<file path="config.mk">
export PLATFORM = sky130hd
export DESIGN_NAME = id_ex_stage_reg
export DESIGN_NICKNAME = d
export VERILOG_FILES = /design/src/rtl/id_ex_stage_reg.sv
export SDC_FILE = /design/constraint.sdc
export NUM_CORES = 1
export LEC_CHECK = 0
export BUFFER_PORTS_ARGS = -buffer_cell sky130_fd_sc_hd__buf_2
export CORE_AREA = 2 2 132 134
export CTS_BUF_LIST = sky130_fd_sc_hd__clkbuf_8
export CTS_CLUSTER_DIAMETER = 120
export DETAILED_ROUTE_END_ITERATION = 8
export DIE_AREA = 0 0 134 136
export GPL_ROUTABILITY_DRIVEN = 0
export PLACE_DENSITY = 0.65
export SLEW_MARGIN = 20
export SYNTH_ARGS = -nofsm -noshare
export SYNTH_HDL_FRONTEND = slang
export SYNTH_SLANG_ARGS = --single-unit
</file>
<file path="constraint.sdc">
create_clock -name clk -period 3.4 [get_ports clk]
set_input_delay 0.85 -clock clk [delete_from_list [all_inputs] [get_ports clk]]
set_output_delay 0.85 -clock clk [all_outputs]
set_load 0.01 [all_outputs]
</file>
<file path="src/rtl/id_ex_stage_reg.sv">
// -----------------------------------------------------------------------------
// id_ex_stage_reg
//
// Pipeline register between the Decode (ID) and Execute (EX) stages of the
// 5-stage MIPS32 pipeline. Latches the decoded control bundle, operands and
// register specifiers once per cycle, supports a load-use hold, a bubble
// flush on branch/jr redirect, and a saturating bubble counter for debug.
//
// Ports:
//   clk, rst_n              clock, synchronous active-low reset
//   stall                   hold current contents (load-use hazard)
//   flush                   replace next contents with a bubble
//   id_valid                ID holds a real instruction
//   id_ALUOp, id_funct      ALU decode inputs (to ALUCtrl / JR_Ctrl in EX)
//   id_ctrl                 {RegWrite, MemtoReg, MemRead, MemWrite,
//                            Branch, RegDst, ALUSrc}
//   id_pc4, id_rdata1,
//   id_rdata2, id_imm       DATA_W-wide data fields
//   id_rs, id_rt, id_rd     register specifiers
//   ex_*                    registered copies of the id_* fields
//   ex_valid                EX holds a real instruction
//   bubble_cnt              flush-inserted bubbles since reset (saturating)
//
// All outputs come straight from flops; there is no input-to-output
// combinational path.
// -----------------------------------------------------------------------------
module id_ex_stage_reg #(
    parameter int DATA_W = 32,
    parameter int REG_AW = 5,
    parameter int CNT_W  = 16
) (
    input  logic              clk,
    input  logic              rst_n,
    input  logic              stall,
    input  logic              flush,
    input  logic              id_valid,
    input  logic [1:0]        id_ALUOp,
    input  logic [5:0]        id_funct,
    input  logic [6:0]        id_ctrl,
    input  logic [DATA_W-1:0] id_pc4,
    input  logic [DATA_W-1:0] id_rdata1,
    input  logic [DATA_W-1:0] id_rdata2,
    input  logic [DATA_W-1:0] id_imm,
    input  logic [REG_AW-1:0] id_rs,
    input  logic [REG_AW-1:0] id_rt,
    input  logic [REG_AW-1:0] id_rd,
    output logic              ex_valid,
    output logic [1:0]        ex_ALUOp,
    output logic [5:0]        ex_funct,
    output logic [6:0]        ex_ctrl,
    output logic [DATA_W-1:0] ex_pc4,
    output logic [DATA_W-1:0] ex_rdata1,
    output logic [DATA_W-1:0] ex_rdata2,
    output logic [DATA_W-1:0] ex_imm,
    output logic [REG_AW-1:0] ex_rs,
    output logic [REG_AW-1:0] ex_rt,
    output logic [REG_AW-1:0] ex_rd,
    output logic [CNT_W-1:0]  bubble_cnt
);

    // Increment that sticks at all-ones instead of wrapping.
    function automatic logic [CNT_W-1:0] sat_inc(input logic [CNT_W-1:0] v);
        if (&v) begin
            return v;
        end
        return v + 1'b1;
    endfunction

    logic              valid_q,  valid_d;
    logic [1:0]        alu_op_q, alu_op_d;
    logic [5:0]        funct_q,  funct_d;
    logic [6:0]        ctrl_q,   ctrl_d;
    logic [DATA_W-1:0] pc4_q,    pc4_d;
    logic [DATA_W-1:0] rdata1_q, rdata1_d;
    logic [DATA_W-1:0] rdata2_q, rdata2_d;
    logic [DATA_W-1:0] imm_q,    imm_d;
    logic [REG_AW-1:0] rs_q,     rs_d;
    logic [REG_AW-1:0] rt_q,     rt_d;
    logic [REG_AW-1:0] rd_q,     rd_d;
    logic [CNT_W-1:0]  cnt_q,    cnt_d;

    always_comb begin
        // Default: hold everything (covers stall).
        valid_d  = valid_q;
        alu_op_d = alu_op_q;
        funct_d  = funct_q;
        ctrl_d   = ctrl_q;
        pc4_d    = pc4_q;
        rdata1_d = rdata1_q;
        rdata2_d = rdata2_q;
        imm_d    = imm_q;
        rs_d     = rs_q;
        rt_d     = rt_q;
        rd_d     = rd_q;
        cnt_d    = cnt_q;

        if (flush || !stall) begin
            // Data and specifiers always follow ID when not held; they are
            // don't-care in EX whenever the control side is a bubble.
            pc4_d    = id_pc4;
            rdata1_d = id_rdata1;
            rdata2_d = id_rdata2;
            imm_d    = id_imm;
            rs_d     = id_rs;
            rt_d     = id_rt;
            rd_d     = id_rd;
        end

        if (flush) begin
            // Zeroing funct as well as ALUOp keeps a flushed jr from
            // raising JR_Ctrl in EX.
            valid_d  = 1'b0;
            alu_op_d = 2'b00;
            funct_d  = 6'b000000;
            ctrl_d   = 7'b0000000;
            cnt_d    = sat_inc(cnt_q);
        end else if (!stall) begin
            valid_d = id_valid;
            if (id_valid) begin
                alu_op_d = id_ALUOp;
                funct_d  = id_funct;
                ctrl_d   = id_ctrl;
            end else begin
                // Natural bubble from ID: squash control, not counted.
                alu_op_d = 2'b00;
                funct_d  = 6'b000000;
                ctrl_d   = 7'b0000000;
            end
        end
    end

    always_ff @(posedge clk) begin
        if (!rst_n) begin
            valid_q  <= 1'b0;
            alu_op_q <= '0;
            funct_q  <= '0;
            ctrl_q   <= '0;
            pc4_q    <= '0;
            rdata1_q <= '0;
            rdata2_q <= '0;
            imm_q    <= '0;
            rs_q     <= '0;
            rt_q     <= '0;
            rd_q     <= '0;
            cnt_q    <= '0;
        end else begin
            valid_q  <= valid_d;
            alu_op_q <= alu_op_d;
            funct_q  <= funct_d;
            ctrl_q   <= ctrl_d;
            pc4_q    <= pc4_d;
            rdata1_q <= rdata1_d;
            rdata2_q <= rdata2_d;
            imm_q    <= imm_d;
            rs_q     <= rs_d;
            rt_q     <= rt_d;
            rd_q     <= rd_d;
            cnt_q    <= cnt_d;
        end
    end

    assign ex_valid   = valid_q;
    assign ex_ALUOp   = alu_op_q;
    assign ex_funct   = funct_q;
    assign ex_ctrl    = ctrl_q;
    assign ex_pc4     = pc4_q;
    assign ex_rdata1  = rdata1_q;
    assign ex_rdata2  = rdata2_q;
    assign ex_imm     = imm_q;
    assign ex_rs      = rs_q;
    assign ex_rt      = rt_q;
    assign ex_rd      = rd_q;
    assign bubble_cnt = cnt_q;

endmodule

</file>
# Word level (Yosys, flattened, before mapping)
# Index checks and enable logic that the tools add are counted.
dict set report word_totals {
  elab_cells 26
  in_bits 163
  ff_bits 175
  out_inout_bits 175
}
dict set report classes {
  reduce_logical 5
  n_eq_ne 1
  bitwise_logic 1
  add_sub_neg 1
  mux 6
}
# op count
set ops {}
lappend ops {{$add A16 B1 Y16 const B} 1}
lappend ops {{$mux W16} 1}
lappend ops {{$reduce_and A16 Y1} 1}
lappend ops {{$mux W7} 1}
lappend ops {{$mux W6} 1}
lappend ops {{$mux W1} 2}
lappend ops {{$mux W2} 1}
lappend ops {{$ne A2 B2 Y1 const B} 1}
lappend ops {{$reduce_and A2 Y1} 1}
lappend ops {{$reduce_or A2 Y1} 1}
lappend ops {{$logic_not A1 Y1} 1}
lappend ops {{$logic_or A1 B1 Y1} 1}
lappend ops {{$not A1 Y1} 1}

# Longest topological paths before layout
# Gate-level depths: netlist of run 1.
dict set report depth {
  word_depth 5
  ltp_mapped 7
  ltp_nobuf 5
}

# Worst setup path after synthesis of run 1
# Ideal clock, no wire load.
dict set report synth_timing {
  kind {input to register}
  startpoint {input port flush}
  endpoint {register cnt_q[11], in the netlist bubble_cnt[11]}
  slack_ps 1515
  path_buffers 2
  t_arrival_ps 1814
  setup_ps 70
  stages 5
  path_cell_list {buf_2 -> nand4_1 -> buf_2 -> or4_1 -> a21oi_1}
}
dict set report synth_between {
  elab_chain_len 1
}
# item line_no
set synth_lines {}
lappend synth_lines {{from (decl)} 35} ;# input logic flush,
lappend synth_lines {{$reduce_and A2 Y1 (no source line)} --}
lappend synth_lines {{to (signal assigned)} 158} ;# cnt_q <= cnt_d;
lappend synth_lines {{to (decl)} 80} ;# logic [CNT_W-1:0] cnt_q, cnt_d;
# No other way between the ends.
# A chain may end at the register's enable or synchronous reset.

# Worst setup path after layout of run 1
dict set report layout_timing {
  startpoint {register cnt_q[1], in the netlist bubble_cnt[1]}
  endpoint {register cnt_q[7], in the netlist bubble_cnt[7]}
}
dict set report layout_between {
  elab_chain_len 5
  elab_cells_between_ends 7
  classes_between {1 x add/sub; 1 x eq/ne; 3 x mux; 2 x reduce/logical}
}
# item
set layout_lines {}
lappend layout_lines {{parallel branches: the longest is 5 deep, another holds $add A16 B1 Y16}}
# Several ways; the timed one is not identified. The select of a mux whose other input is x is not followed.

==> impl_results.md, run 1 <==
* CP top delay family: simple AND/OR/NAND/NOR gates
* Bufs and invs on worst path at 0
* Post-detailed-route count of antenna-violating nets at 0
* Latest clock arrival within the worst-skew pair at 0.45 ns
* Number of cells produced by synthesis at 773
* Post-layout nets at 1242
* Yosys synthesis warning count at 0
* Area of the multi-input gates at 0.00249 mm²
* Net count after synthesis at 937
* Maximum ir drop on the vdd rail at 0.258 mV
* Total area of sequential cells at 0.00350 mm²
* Post-CTS Setup Repair Bufs at 0
* Result of the run: complete, no violations
* Pwr Density at 496 mW/mm²
* First-pass GRT wire length at 27700 µm
* Maximum cell stage delay along the critical path at 0.67 ns
* Top metal layer carrying routed signals: met4
* Slew headroom at 44.3%
* Minimum clock period after layout at 2.02 ns
* Total I/O pin count at 338
* WL final at 18600 µm
* Number of unique standard cell types used by synthesis at 38
* Class of the tightest hold or removal check: register to register
* Hold Path Cell Cnt at 2
* Endpoint required time on the critical path at 3.74 ns
* First-pass detailed-route iteration total at 5
* Highest clock frequency the design can meet at 0.494 GHz
* CTS tree: built
* Worst hold margin at 0.450 ns
* Class of the most critical setup path: register to register
* Starting density of the core at 37.0%
* DPL Wire Length at 12900 µm
* FF-to-FF setup slack at 1.38 ns
* Maximum clock path buffer count at 2
* Cell-by-cell trace of the critical path: ha_1 -> nand4_1 -> nor4_2 -> o311ai_0 -> o41ai_1
* Count of port buffers added during placement at 337
* Aggregate negative setup slack at 0 ns
* Vias in the first global route at 5474
* Die area at 0.0182 mm²
* Share of cells above drive strength 1 at 35.3%
* Clock-pin transition on the worst setup and hold timing paths at 0.09 ns
* Fraction of registers with async set or reset after synthesis at 0%
* Number of gates resized after cts at 0
* Sinks on the clock net at 175
* Area share of the leading cell type in the synthesized netlist at 56.1%
* Utilization after layout at 50.2%
* Clock root cell: clkbuf_8
* End of the worst register-to-register path: bubble_cnt[7]
* Number of fill cells at 1694
* Cells taking the most area after synthesis: dfxtp_1 56%, nand2_1 18%, a21oi_1 12%, clkbuf_1 2.1%, buf_2 1.8%
* Count of maximum capacitance violations at 0
* Mapped cell area at 0.00624 mm²
* Critical Path End Type: register
* Post-detailed-route DRC marker count at 0
* Part of the cycle the worst path needs at 59.5%
* End of the worst hold path: ex_rdata2[28]
* Number of endpoints with negative hold slack in the final report at 0
* CTS hold repair buffers at 0
* Worst Setup Start Kind: register
* DRT met1 WL at 7970 µm
* Pin count of the biggest net entering global routing at 83
* Met3 routed wirelength at 1620 µm
* Vias at 6224
* Launch point of the worst hold path: ex_rdata2[28]
* Number of enable flip-flop cells after synthesis at 0
* Global router's overall resource usage at 19.1%
* Slew Limit Fails at 0
* RSZ-0062 raised after global routing: false
* Number of antenna violations at the first check in global routing at 1
* Die extent in x at 134 µm
* Post-DR wirelength/cell at 14.1 µm
* Share of the yosys chip area belonging to registers at 56.1%
* Syn-to-layout area delta at 35.8%
* CP max FO at 11
* Most common cell in the netlist: nand2_1
* Static leakage power at 4.19 nW
* Number of DRC markers in iteration 0 at 309
* Cell taking the most area after synthesis: dfxtp_1
* Post-DR vias/cell at 4.73
* Average cell area after synthesis at 8.08 µm²
* Beginning of the worst register-to-register path: bubble_cnt[1]
* Detail Route met2 WL at 8630 µm
* Cell depth of the worst flop-to-flop path at 5
* Critical Path Slowest Stage Cell: nor4_2
* Top FF cell, synth: dfxtp_1
* Number of buffers inserted during clock tree synthesis at 17
* Area of the placeable core at 0.0169 mm²
* Number of flip-flops and latches in the synthesized netlist at 175
* Die Y at 136 µm
* Clock Skew at 0.00736 ns
* Cell types with the highest counts after synthesis: 292 x nand2_1, 175 x dfxtp_1, 152 x a21oi_1, 35 x clkbuf_1, 23 x buf_2
* Measured slew at the worst slew-check pin at 0.829 ns
* Number of setup violations in the final report at 0
* H-tree depth at 4
* Grt total ovfl at 0
* Arrival time at the worst endpoint at 2.36 ns
* Cell row count at 48
## how the worst max path moves through the flow
stage                              from             end  slack (ns)  cells after the start
after detailed placement          stall        ex_rs[1]         1.0                      5
final                     bubble_cnt[1]   bubble_cnt[7]        1.38                      5
after global placement            stall        ex_rs[4]        1.03                      5
after global routing      bubble_cnt[1]   bubble_cnt[7]        1.21                      5
after CTS                 bubble_cnt[1]   bubble_cnt[7]        1.37                      5
after floorplan                   flush  bubble_cnt[11]        1.52                      5
## state kept, by name, summed over array words and instances (netlist names)
signal,count
ex_imm,32
ex_valid,1
ex_rdata2,32
ex_funct,6
ex_rs,5
ex_rt,5
ex_rd,5
ex_ALUOp,2
ex_ctrl,7
ex_pc4,32
ex_rdata1,32
bubble_cnt,16
## per-stage QoR
step,instances,power [mW],worst slack [ns],cell area (µm²)
6_report,1317,4.20,1.38,8480
5_1_grt,1317,4.41,1.21,8480
4_1_cts,1316,4.25,1.37,8470
3_5_place_dp,1284,2.78,0.997,8080
3_3_place_gp,1284,2.77,1.03,8080
2_1_floorplan,773,2.52,1.52,6240
## cell usage in the layout (no fill, tap or decap), types with 3 or more instances in the layout
cell,n
nand3_1,4
nand2_1,292
or3_1,3
or4_1,3
buf_4,5
nor2_1,18
a22oi_1,15
o21ai_0,5
and3_1,4
buf_2,337
a21oi_1,152
dfxtp_1,175
inv_6,4
nor3_1,5
inv_1,5
o31ai_1,3
clkbuf_8,19
buf_12,3
nand4_1,3
## worst register-to-register path: stages, from the launching register on
cell      delay, ns
dfxtp_1        0.42
ha_1           0.27
nand4_1        0.21
nor4_2         0.67
o311ai_0       0.23
o41ai_1        0.11
## power by group
group          switching [mW]  leakage (nW)  internal [mW]
logic                   0.293          2.54          0.220
clock network           0.779         0.206          0.695
registers              0.0555          1.45           2.16
## logic make-up after synthesis
family                   share of synthesized area (%)
AO/OA/AOI/OAI                                     16.3
XOR/XNOR                                         0.140
adder cells (fa/ha/maj)                          0.200
buffers and inverters                             4.25
flip-flops                                        56.1
multiplexers                                     0.321
AND/OR/NAND/NOR                                   22.7
## final cells by class
type	instances	share of cell area (%)
Sequential cell	175	41.3
Multi-Input combinational cell	535	29.4
Timing Repair Buffer	345	21.0
Tap cell	225	3.32
Clock buffer	19	3.08
Clock inverter	13	1.61
Inverter	4	0.207
Antenna cell	1	0.0295
## metal layers
layer	vias up	track usage, %
met5	-	0
met4	0	7.15
met3	21	7.20
met2	248	30.0
met1	2799	23.9
li1	3156	-
Power figures use the tool's default switching activity.
==> inputs of run 2 (changes only) <==
- clock period: 3.4 -> 2.1 ns (I/O delays scaled with it)
==> run 2 against run 1 <==
Final area up 0.92%. Combinational power is 64% higher. Power grew 63%. Critical path depth up 1. Highest routed layer unchanged. Fmax increased by 16%. Clock power is 65% higher. Cell count grew 0.15%. Clock skew fell by 0.0026 ns. Register-to-register slack worse by 1.0 ns. Critical path type unchanged. Sequential power grew 61%.
==> impl_results.md, run 2 (synthesis results as in run 1) <==
* Result of the run: complete, no violations
* Area of the multi-input gates at 0.00249 mm²
* Highest clock frequency the design can meet at 0.575 GHz
* Post-CTS Setup Repair Bufs at 0
* Measured slew at the worst slew-check pin at 0.641 ns
* Proportion of power drawn by flip-flops and latches at 52.3%
* First-pass GRT wire length at 27100 µm
* Global router's overall resource usage at 18.6%
* Starting density of the core at 37.0%
* Post-detailed-route count of antenna-violating nets at 0
* Area of the placeable core at 0.0169 mm²
* WL final at 18100 µm
* Latest clock arrival within the worst-skew pair at 0.44 ns
* Clock Skew at 0.00477 ns
* Part of the cycle the worst path needs at 82.8%
* Most common cell after layout, fill and taps aside: buf_2
* Count of maximum capacitance violations at 0
* Aggregate negative setup slack at 0 ns
* CTS hold repair buffers at 0
* Total I/O pin count at 338
* Maximum clock path buffer count at 2
* Post-DR wirelength/cell at 13.7 µm
* Pwr Density at 800 mW/mm²
* Pin count of the biggest net entering global routing at 74
* Class of the most critical setup path: register to register
* Number of fill cells at 1681
* Count of port buffers added during placement at 337
* Post-DR vias/cell at 4.68
* Post-detailed-route DRC marker count at 0
* Worst Setup Start Kind: register
* Number of antenna violations at the first check in global routing at 0
* Number of gates resized after cts at 0
* RSZ-0062 raised after global routing: false
* Slew Limit Fails at 0
* CP max FO at 11
* First-pass detailed-route iteration total at 5
* Met3 routed wirelength at 1630 µm
* Top metal layer carrying routed signals: met4
* Beginning of the worst register-to-register path: bubble_cnt[0]
* Maximum ir drop on the vdd rail at 0.325 mV
* H-tree depth at 4
* Arrival time at the worst endpoint at 2.12 ns
* Utilization after layout at 50.7%
* Number of endpoints with negative hold slack in the final report at 0
* Static leakage power at 4.22 nW
* Clock root cell: clkbuf_8
* Die Y at 136 µm
* Number of setup violations in the final report at 0
* Switching part of the total at 26.8%
* Dpl cell area at 0.00814 mm²
* Sinks on the clock net at 175
* End of the worst hold path: ex_imm[25]
* Cell row count at 48
* FF-to-FF setup slack at 0.36 ns
* Vias at 6177
* End of the worst register-to-register path: bubble_cnt[9]
* CTS tree: built
* Worst hold margin at 0.301 ns
* DPL Wire Length at 12600 µm
* Number of buffers inserted during clock tree synthesis at 17
* Total area of sequential cells at 0.00350 mm²
* Share of power burned in combinational logic at 12.3%
* Minimum clock period after layout at 1.74 ns
* Total Power at 6.85 mW
* Critical Path End Type: register
* Launch point of the worst hold path: id_imm[25]
* Grt total ovfl at 0
* Final std cell area, no fill at 0.00855 mm²
* Top library cells by usage in the layout, fill and taps aside: 337 x buf_2, 292 x nand2_1, 175 x dfxtp_1
* Switching power at 1.84 mW
* Detail Route met2 WL at 8310 µm
* Vias in the first global route at 5356
* Post-layout nets at 1245
* Die area at 0.0182 mm²
* Clock power frac at 35.4%
* Hold Path Cell Cnt at 3
* Class of the tightest hold or removal check: input port to register
* Cell depth of the worst flop-to-flop path at 6
* DRT met1 WL at 7910 µm
* Number of DRC markers in iteration 0 at 275
* Die extent in x at 134 µm
* Internal power at 5.01 mW
* Slew headroom at 57.1%
* Clock-pin transition on the worst setup and hold timing paths at 0.10 ns
* Syn-to-layout area delta at 37.0%
* Share of cells above drive strength 1 at 35.7%
* Endpoint required time on the critical path at 2.48 ns
[run 2: changes by cell type in the layout (fill, tap and decap cells not counted), sizes merged]
cell,before,now
inv,10,8
buf,345,348
clkinvlp,2,3
[run 2: power by group through the flow]
stage	Sequential [mW]	Clock, mW	Combinational [mW]
after floorplan	3.75	0	0.325
after global placement	3.66	0	0.843
after detailed placement	3.66	0	0.848
after CTS	3.58	2.51	0.850
after global routing	3.60	2.66	0.928
final	3.58	2.42	0.839
[run 2: final cells by class]
class                           count  area share [%]
Tap cell                          225            3.29
Timing Repair Buffer              348            21.6
Antenna cell                        1          0.0293
Inverter                            4           0.205
Clock buffer                       19            3.06
Multi-Input combinational cell    535            29.1
Clock inverter                     12            1.77
Sequential cell                   175            41.0
[run 2: metal layers]
| metal | up-vias | GRT usage, % |
|---|---|---|
| li1 | 3157 | - |
| met4 | 0 | 6.74 |
| met1 | 2753 | 23.5 |
| met5 | - | 0 |
| met3 | 18 | 7.01 |
| met2 | 249 | 29.0 |
[run 2: through the flow]
step | instances | worst slack (ns)
detailed placement | 1287 | 0.245
floorplan | 773 | 0.455
global route | 1318 | 0.176
global placement | 1287 | 0.287
CTS | 1318 | 0.362
finish | 1319 | 0.361
[run 2: how the worst max path moves through the flow]
stage	startpoint	endpoint	cells after the start
after floorplan	bubble_cnt[0]	bubble_cnt[11]	6
after global placement	stall	ex_ctrl[4]	4
after detailed placement	flush	bubble_cnt[7]	5
after CTS	bubble_cnt[13]	bubble_cnt[14]	4
after global routing	bubble_cnt[12]	bubble_cnt[14]	4
final	bubble_cnt[0]	bubble_cnt[9]	6
[run 2: critical path, stage by stage (launching register included)]
cell     delay, ns
dfxtp_1       0.36
ha_1          0.26
nand4_1       0.19
nor4_2        0.06
buf_4         0.17
or4_1         0.50
a21oi_1       0.14
